<file path="config.mk">
export PLATFORM = sky130hd
export DESIGN_NAME = blk_64cfbb
export DESIGN_NICKNAME = d
export VERILOG_FILES = /design/src/rtl/blk_64cfbb.sv
export SDC_FILE = /design/constraint.sdc
export NUM_CORES = 2
export LEC_CHECK = 0
export CAP_MARGIN = 25
export CORE_AREA = 2 2 457 459
export CTS_CLUSTER_DIAMETER = 120
export CTS_CLUSTER_SIZE = 40
export DETAILED_ROUTE_END_ITERATION = 7
export DIE_AREA = 0 0 459 461
export GPL_TIMING_DRIVEN = 0
export PLACE_DENSITY_LB_ADDON = 0.05
export SKIP_CTS_REPAIR_TIMING = 1
export SLEW_MARGIN = 20
export SYNTH_ARGS = -nofsm -noshare
export SYNTH_HDL_FRONTEND = slang
export SYNTH_SLANG_ARGS = --single-unit
</file>
<file path="constraint.sdc">
create_clock -name clk -period 1.2 [get_ports clk]
set_input_delay 0.3 -clock clk [delete_from_list [all_inputs] [get_ports clk]]
set_output_delay 0.3 -clock clk [all_outputs]
set_load 0.05 [all_outputs]
</file>
<file path="src/rtl/blk_64cfbb.sv">
// PLIC per-target max-priority reduction tree with threshold compare and registered result.
// Define PLATFORM_LEVEL_INTERRUPT_CONTROLLER__PRIORITY_TREE_PIPELINE_EN to register every tree level.
module blk_64cfbb #(
    parameter int N_SOURCES      = 32,
    parameter int ID_WIDTH       = 10,
    parameter int PRIORITY_WIDTH = 32
) (
    input  logic                                clk,
    input  logic                                rst,
    input  logic                                in_valid,
    input  logic [N_SOURCES-1:0]                ip,
    input  logic [N_SOURCES-1:0]                ie,
    input  logic [N_SOURCES*PRIORITY_WIDTH-1:0] src_priority,
    input  logic [PRIORITY_WIDTH-1:0]           threshold,
    output logic                                out_valid,
    output logic [ID_WIDTH-1:0]                 id_max,
    output logic [PRIORITY_WIDTH-1:0]           priority_max,
    output logic                                irq
);

    localparam int LEVELS = (N_SOURCES > 1) ? $clog2(N_SOURCES) : 0;
    localparam int P      = 1 << LEVELS;

`ifdef PLATFORM_LEVEL_INTERRUPT_CONTROLLER__PRIORITY_TREE_PIPELINE_EN
    localparam bit PIPE_EN = 1'b1;
`else
    localparam bit PIPE_EN = 1'b0;
`endif

    // Valid and threshold travel alongside the data so each result meets its own threshold.
    for (genvar l = 0; l <= LEVELS; l++) begin : g_lvl
        logic                      vld;
        logic [PRIORITY_WIDTH-1:0] thr;
        if (l == 0) begin : g_in
            assign vld = in_valid;
            assign thr = threshold;
        end else if (PIPE_EN && l < LEVELS) begin : g_reg
            // NOTE: sequential state uses non-blocking assignments so every stage samples pre-edge values.
            always_ff @(posedge clk or posedge rst) begin
                if (rst) begin
                    vld <= 1'b0;
                    thr <= '0;
                end else begin
                    vld <= g_lvl[l-1].vld;
                    if (g_lvl[l-1].vld) thr <= g_lvl[l-1].thr;
                end
            end
        end else begin : g_pass
            assign vld = g_lvl[l-1].vld;
            assign thr = g_lvl[l-1].thr;
        end
    end

    // Heap-indexed tree: node 1 is the root, nodes P..2P-1 are leaves, children of k are 2k and 2k+1.
    for (genvar k = 1; k < 2 * P; k++) begin : g_node
        logic [PRIORITY_WIDTH-1:0] pri;
        logic [ID_WIDTH-1:0]       id;
        if (k >= P) begin : g_leaf
            if (k - P < N_SOURCES) begin : g_src
                assign pri = (ip[k-P] && ie[k-P]) ? src_priority[(k-P)*PRIORITY_WIDTH +: PRIORITY_WIDTH] : '0;
                assign id  = ID_WIDTH'(k - P + 1);
            end else begin : g_pad
                assign pri = '0;
                assign id  = '0;
            end
        end else begin : g_int
            localparam int LV = LEVELS - ($clog2(k + 1) - 1);
            logic                      b_wins;
            logic [PRIORITY_WIDTH-1:0] sel_pri;
            logic [ID_WIDTH-1:0]       sel_id;
            // Strictly greater keeps the lower-ID child on a tie.
            assign b_wins  = g_node[2*k+1].pri > g_node[2*k].pri;
            assign sel_pri = b_wins ? g_node[2*k+1].pri : g_node[2*k].pri;
            assign sel_id  = b_wins ? g_node[2*k+1].id  : g_node[2*k].id;
            if (PIPE_EN && LV < LEVELS) begin : g_reg
                always_ff @(posedge clk or posedge rst) begin
                    if (rst) begin
                        pri <= '0;
                        id  <= '0;
                    end else if (g_lvl[LV-1].vld) begin
                        pri <= sel_pri;
                        id  <= sel_id;
                    end
                end
            end else begin : g_comb
                assign pri = sel_pri;
                assign id  = sel_id;
            end
        end
    end

    logic                      root_vld;
    logic [PRIORITY_WIDTH-1:0] root_thr;
    logic [PRIORITY_WIDTH-1:0] root_pri;
    logic [ID_WIDTH-1:0]       root_id;

    assign root_vld = g_lvl[LEVELS].vld;
    assign root_thr = g_lvl[LEVELS].thr;
    assign root_pri = g_node[1].pri;
    assign root_id  = g_node[1].id;

    always_ff @(posedge clk or posedge rst) begin
        if (rst) begin
            out_valid    <= 1'b0;
            id_max       <= '0;
            priority_max <= '0;
            irq          <= 1'b0;
        end else begin
            out_valid <= root_vld;
            if (root_vld) begin
                // An all-zero tree still carries the lowest leaf ID; report it as "no interrupt".
                id_max       <= (root_pri == '0) ? '0 : root_id;
                priority_max <= root_pri;
                irq          <= root_pri > root_thr;
            end
        end
    end

endmodule

</file>
# ---- Yosys cells after proc, flatten, opt, wreduce, memory -nomap -nowiden
# Index checks and enable logic that the tools add are counted.
dict set report classes {
  n_lt_le_gt_ge 32
  n_mux 95
  n_reduce_logical 33
}
# cell n
set ops {}
lappend ops {{$mux W32} 63}
lappend ops {{$gt A32 B32 Y1} 32}
lappend ops {{$mux W10} 16}
lappend ops {{$logic_and A1 B1 Y1} 32}
lappend ops {{$logic_not A32 Y1} 1}
lappend ops {{$mux W2} 8}
lappend ops {{$mux W3} 4}
lappend ops {{$mux W4} 2}
lappend ops {{$mux W6} 1}
lappend ops {{$mux W5} 1}
dict set report totals {
  regBits 44
  input_bits 1123
}

# ---- Depth between registers and ports, before layout
dict set report depth {
  ltp_word 14
  ltp_mapped 83
  depth_no_buf 67
}

# ---- Worst setup path before layout
# OpenSTA, ideal clock, no wires.
dict set report synth_timing {
  kind {input to register}
  start {in ip[30]}
  end {reg irq}
  setup_time_ns 0.121
  arrival_ns 16.287
  t_required_ns 1.079
  setup_slack_ns -15.208
  cell_stages 76
  n_path_buf 16
  path_cell_list {and2_1 -> clkbuf_1 -> clkbuf_1 -> buf_1 -> nand2_1 -> ha_1 -> a21oi_1 -> nand2_1 -> a221o_1 -> o31a_1 -> clkbuf_1 -> nor2_2 -> buf_4 -> mux2i_1 -> ha_1 -> a21o_1 -> a21o_1 -> a221o_1 -> (+40 left out) -> clkbuf_1 -> o22ai_1 -> a221oi_1 -> inv_1 -> ha_1 -> nor2b_1 -> o21a_1 -> o21ai_0 -> nand2b_1 -> a21oi_1 -> nor2b_1 -> o21ai_0 -> nand2b_1 -> a21oi_1 -> o31ai_1 -> a31o_2 -> a221o_1 -> a22o_1}
}
dict set report synth_via {
  elab_chain_len 13
}
# item line_no
set synth_lines {}
lappend synth_lines {{from (decl)} 11} ;# input logic [N_SOURCES-1:0] ip,
lappend synth_lines {{$logic_and A1 B1 Y1 (*)} 60} ;# assign pri = (ip[k-P] && ie[k-P]) ? src_priority[(k-P)*PRIORITY_WIDTH +: PRIORITY_WIDTH] : '0;
lappend synth_lines {{$mux W32 (*)} 60}
lappend synth_lines {{$gt A32 B32 Y1} 72} ;# assign b_wins = g_node[2*k+1].pri > g_node[2*k].pri;
lappend synth_lines {{$mux W32 (*)} 73} ;# assign sel_pri = b_wins ? g_node[2*k+1].pri : g_node[2*k].pri;
lappend synth_lines {{$gt A32 B32 Y1} 72}
lappend synth_lines {{$mux W32 (*)} 73}
lappend synth_lines {{$gt A32 B32 Y1} 72}
lappend synth_lines {{$mux W32 (*)} 73}
lappend synth_lines {{$gt A32 B32 Y1} 72}
lappend synth_lines {{$mux W32 (*)} 73}
lappend synth_lines {{$gt A32 B32 Y1} 72}
lappend synth_lines {{$mux W32 (*)} 73}
lappend synth_lines {{named net g_node[1].g_int.sel_pri[1]} 69} ;# logic [PRIORITY_WIDTH-1:0] sel_pri;
lappend synth_lines {{$gt A32 B32 Y1 (*)} 114} ;# irq <= root_pri > root_thr;
lappend synth_lines {{to (signal assigned)} 114}
lappend synth_lines {{to (decl)} 18} ;# output logic irq
# The timed path passes the listed nets; every way through them passes the cells marked *.
# A chain may end at the register's enable or synchronous reset.

# ---- Worst setup path after layout
dict set report layout_timing {
  start {in ip[12]}
  end {reg irq}
}
# Same word-level chain as after synthesis.

==> flow_metrics.env <==
export IMPL_synth_seq_cells=40
export IMPL_async_flop_share=1.00
export IMPL_core_area_sq_mm=0.206
export IMPL_ant_nets=0
export IMPL_violations="negative setup slack"
export IMPL_slowest_stage="or4_1"
export IMPL_h_tree_depth=2
export IMPL_clock_latency_ns=0.28
export IMPL_period_share=12.4
export IMPL_cts_root_buf="clkbuf_16"
export IMPL_overflow=0
export IMPL_wire_per_inst_um=27.7
export IMPL_cap_violations=0
export IMPL_yosysTopAreaCell="ha_1"
export IMPL_setup_violations_final=61
export IMPL_dp_cells=10700
export IMPL_via_per_inst=5.30
export IMPL_fin_area_sq_mm=0.0742
export IMPL_die_w_um=459
export IMPL_skew_ns=0
export IMPL_clock_path_buffers=2
export IMPL_synth_ff_type="dfrtp_1"
export IMPL_antenna_found_initial=20
export IMPL_routabilityCongestion=0.948
export IMPL_dr_first_iter_drc_count=3811
export IMPL_ys_warn_count=0
export IMPL_crit_start="ip[12]"
export IMPL_tns_ns=-479.14
export IMPL_io_buffers=1162
export IMPL_final_common_cell="clkdlybuf4s50_1"
export IMPL_r2r_cells=1
export IMPL_grt_pass1_wl_um=416000
export IMPL_cts_inserted_buffers=5
export IMPL_wl_um=312000
export IMPL_max_slew_margin=0.253
export IMPL_tritoncts="done"
export IMPL_clkSlewWorstSetupHoldPaths_ns=0.07
export IMPL_dieArea_sq_mm=0.212
export IMPL_fin_nets=10700
export IMPL_arrival_ns=15.09
export IMPL_area_growth_pct=64.3
export IMPL_hpwl_um=272000
export IMPL_crit_top_cell="buf_12"
export IMPL_status="finished with violations"
export IMPL_grt_pass1_vias=56700
export IMPL_rsz0062_at_grt="yes"
export IMPL_synth_top_area_frac=0.284
export IMPL_syn_area_per_cell_sq_um=6.64
export IMPL_drive_gt1_frac=0.235
export IMPL_critical_path_required_ns=1.37
export IMPL_worstReg2RegStart="priority_max[3]$_DFFE_PP0P_"
export IMPL_synth_edf_count=0
export IMPL_p_leak_nw=34.1
export IMPL_num_vias=59600
export IMPL_track_usage=0.270
export IMPL_powerDensity_mw_per_mm2=2610
export IMPL_crit_path_start_kind="input port"
export IMPL_hp_class="input port to async pin"
export IMPL_fin_util=0.359
export IMPL_cp_slowest_stage_delay_ns=0.54
export IMPL_fin_ws_ns=-13.72
export IMPL_ys_top_cells_by_area="ha_1, nand2_1, a21oi_1"
export IMPL_holdWs_ns=0.364
export IMPL_synth_cells=6798
export IMPL_max_slew_worst_pin_slew_ns=1.10
export IMPL_rows=167
export IMPL_synth_cell_types=98
export IMPL_ios=1167
export IMPL_dpl_cell_area_sq_mm=0.0614
export IMPL_end_kind="flop"
export IMPL_critPathKind="input port to flop"
export IMPL_cts_sinks=40
export IMPL_synth_area_sq_mm=0.0452
export IMPL_drv_slew=0
export IMPL_worst_r2r_endpoint="priority_max[3]$_DFFE_PP0P_"
export IMPL_max_freq_mhz=67.0
export IMPL_die_h_um=461
export IMPL_yosysSeqAreaShare=0.0222
export IMPL_crit_fanout=10
export IMPL_stdcell_count=11300
export IMPL_r2r_slack_ns=0.47
export IMPL_layout_common_cells="clkdlybuf4s50_1, nand2_1, ha_1"
export IMPL_min_period_ns=14.92
export IMPL_vdd_drop_max_mv=3.53
export IMPL_hold_violations=0
export IMPL_remaining_drc_errors=0
export IMPL_grt_max_degree=25
export IMPL_dr_pass1_iters=5
export IMPL_start_util=0.219
==> registers in the layout, summed over array words and instances, names as in the netlist <==
| signal | count |
|---|---|
| priority_max | 32 |
| id_max | 6 |
| out_valid | 1 |
| irq | 1 |
==> critical path, delay by kind of cell <==
family	cells	cell delay [ns]
compound gates	28	5.21
buf+inv	16	2.80
simple gates	24	4.96
fa+ha+maj	6	1.80
==> cells in the mapped netlist, types with 19 or more instances <==
master / n
nand2_1: 1154
ha_1: 1024
a21oi_1: 583
o21ai_0: 536
inv_1: 441
nor2_1: 434
and3_1: 305
clkbuf_1: 288
nand4_1: 206
nor3_1: 157
mux2i_1: 150
nand3_1: 107
a21o_1: 98
mux2_2: 96
o211ai_1: 96
o31a_1: 80
nor2b_1: 60
a211oi_1: 59
and2_1: 55
o2bb2ai_1: 55
buf_2: 48
o21a_1: 42
dfrtp_1: 40
and4_1: 39
o22ai_1: 37
nand2b_1: 32
nor4_1: 32
a31oi_1: 30
buf_1: 29
a221oi_1: 28
o221ai_1: 26
or2_2: 22
a211o_1: 21
a21oi_2: 21
o22a_1: 21
a221o_1: 19
==> per-stage QoR <==
step	setup slack [ns]	power, W
2_1_floorplan	-12.31	0.0953
3_3_place_gp	-18.72	0.133
3_5_place_dp	-18.61	0.135
4_1_cts	-18.42	0.137
5_1_grt	-14.09	0.203
6_report	-13.72	0.194
==> logic make-up (layout without fill, tap and decap cells) <==
kind of cell               count (synthesis)  count (layout)  share of synthesized area
and+or+nand+nor                         2654            2654                      0.276
AOI/OAI and AO/OA                       2004            2004                      0.288
adders and majority gates               1024            1024                      0.284
buffers and inverters                    828            2567                     0.0725
muxes                                    247             247                     0.0575
DFF                                       40              40                     0.0222
other                                      1              13                  0.0000831
==> area by class of cell <==
class | instances | area, sq um
inverter | 442 | 1660
clock buffer | 7 | 153
multi-input combinational | 5933 | 47100
sequential | 40 | 1000
buffer | 363 | 3870
fill | 22400 | 132000
clock inverter | 1 | 30.0
timing repair buffer | 1754 | 16900
antenna | 9 | 22.5
tap | 2704 | 3380
==> how the worst max path moves through the flow <==
stage                      endpoint  cells after the start  slack (ns)
floorplan           irq$_DFFE_PP0P_                     79      -12.31
global placement    irq$_DFFE_PP0P_                     68      -18.72
detailed placement  irq$_DFFE_PP0P_                     68      -18.61
CTS                 irq$_DFFE_PP0P_                     68      -18.42
global route        irq$_DFFE_PP0P_                     76      -14.09
finish              irq$_DFFE_PP0P_                     74      -13.72
==> layer usage <==
metal / wire length (um) / up-vias / global-route usage
met5: 55 / - / 0
met4: 10900 / 8 / 0.0620
met3: 14300 / 376 / 0.0218
met2: 151000 / 1822 / 0.483
met1: 135000 / 28700 / 0.347
li1: - / 28600 / -
==> where the power goes <==
| group | total [W] | internal, W | switching, W |
|---|---|---|---|
| Combinational | 0.190 | 0.0800 | 0.110 |
| Clock | 0.00170 | 0.00110 | 0.000600 |
| Sequential | 0.00250 | 0.00206 | 0.000441 |
(Power assumes the default switching activity.)
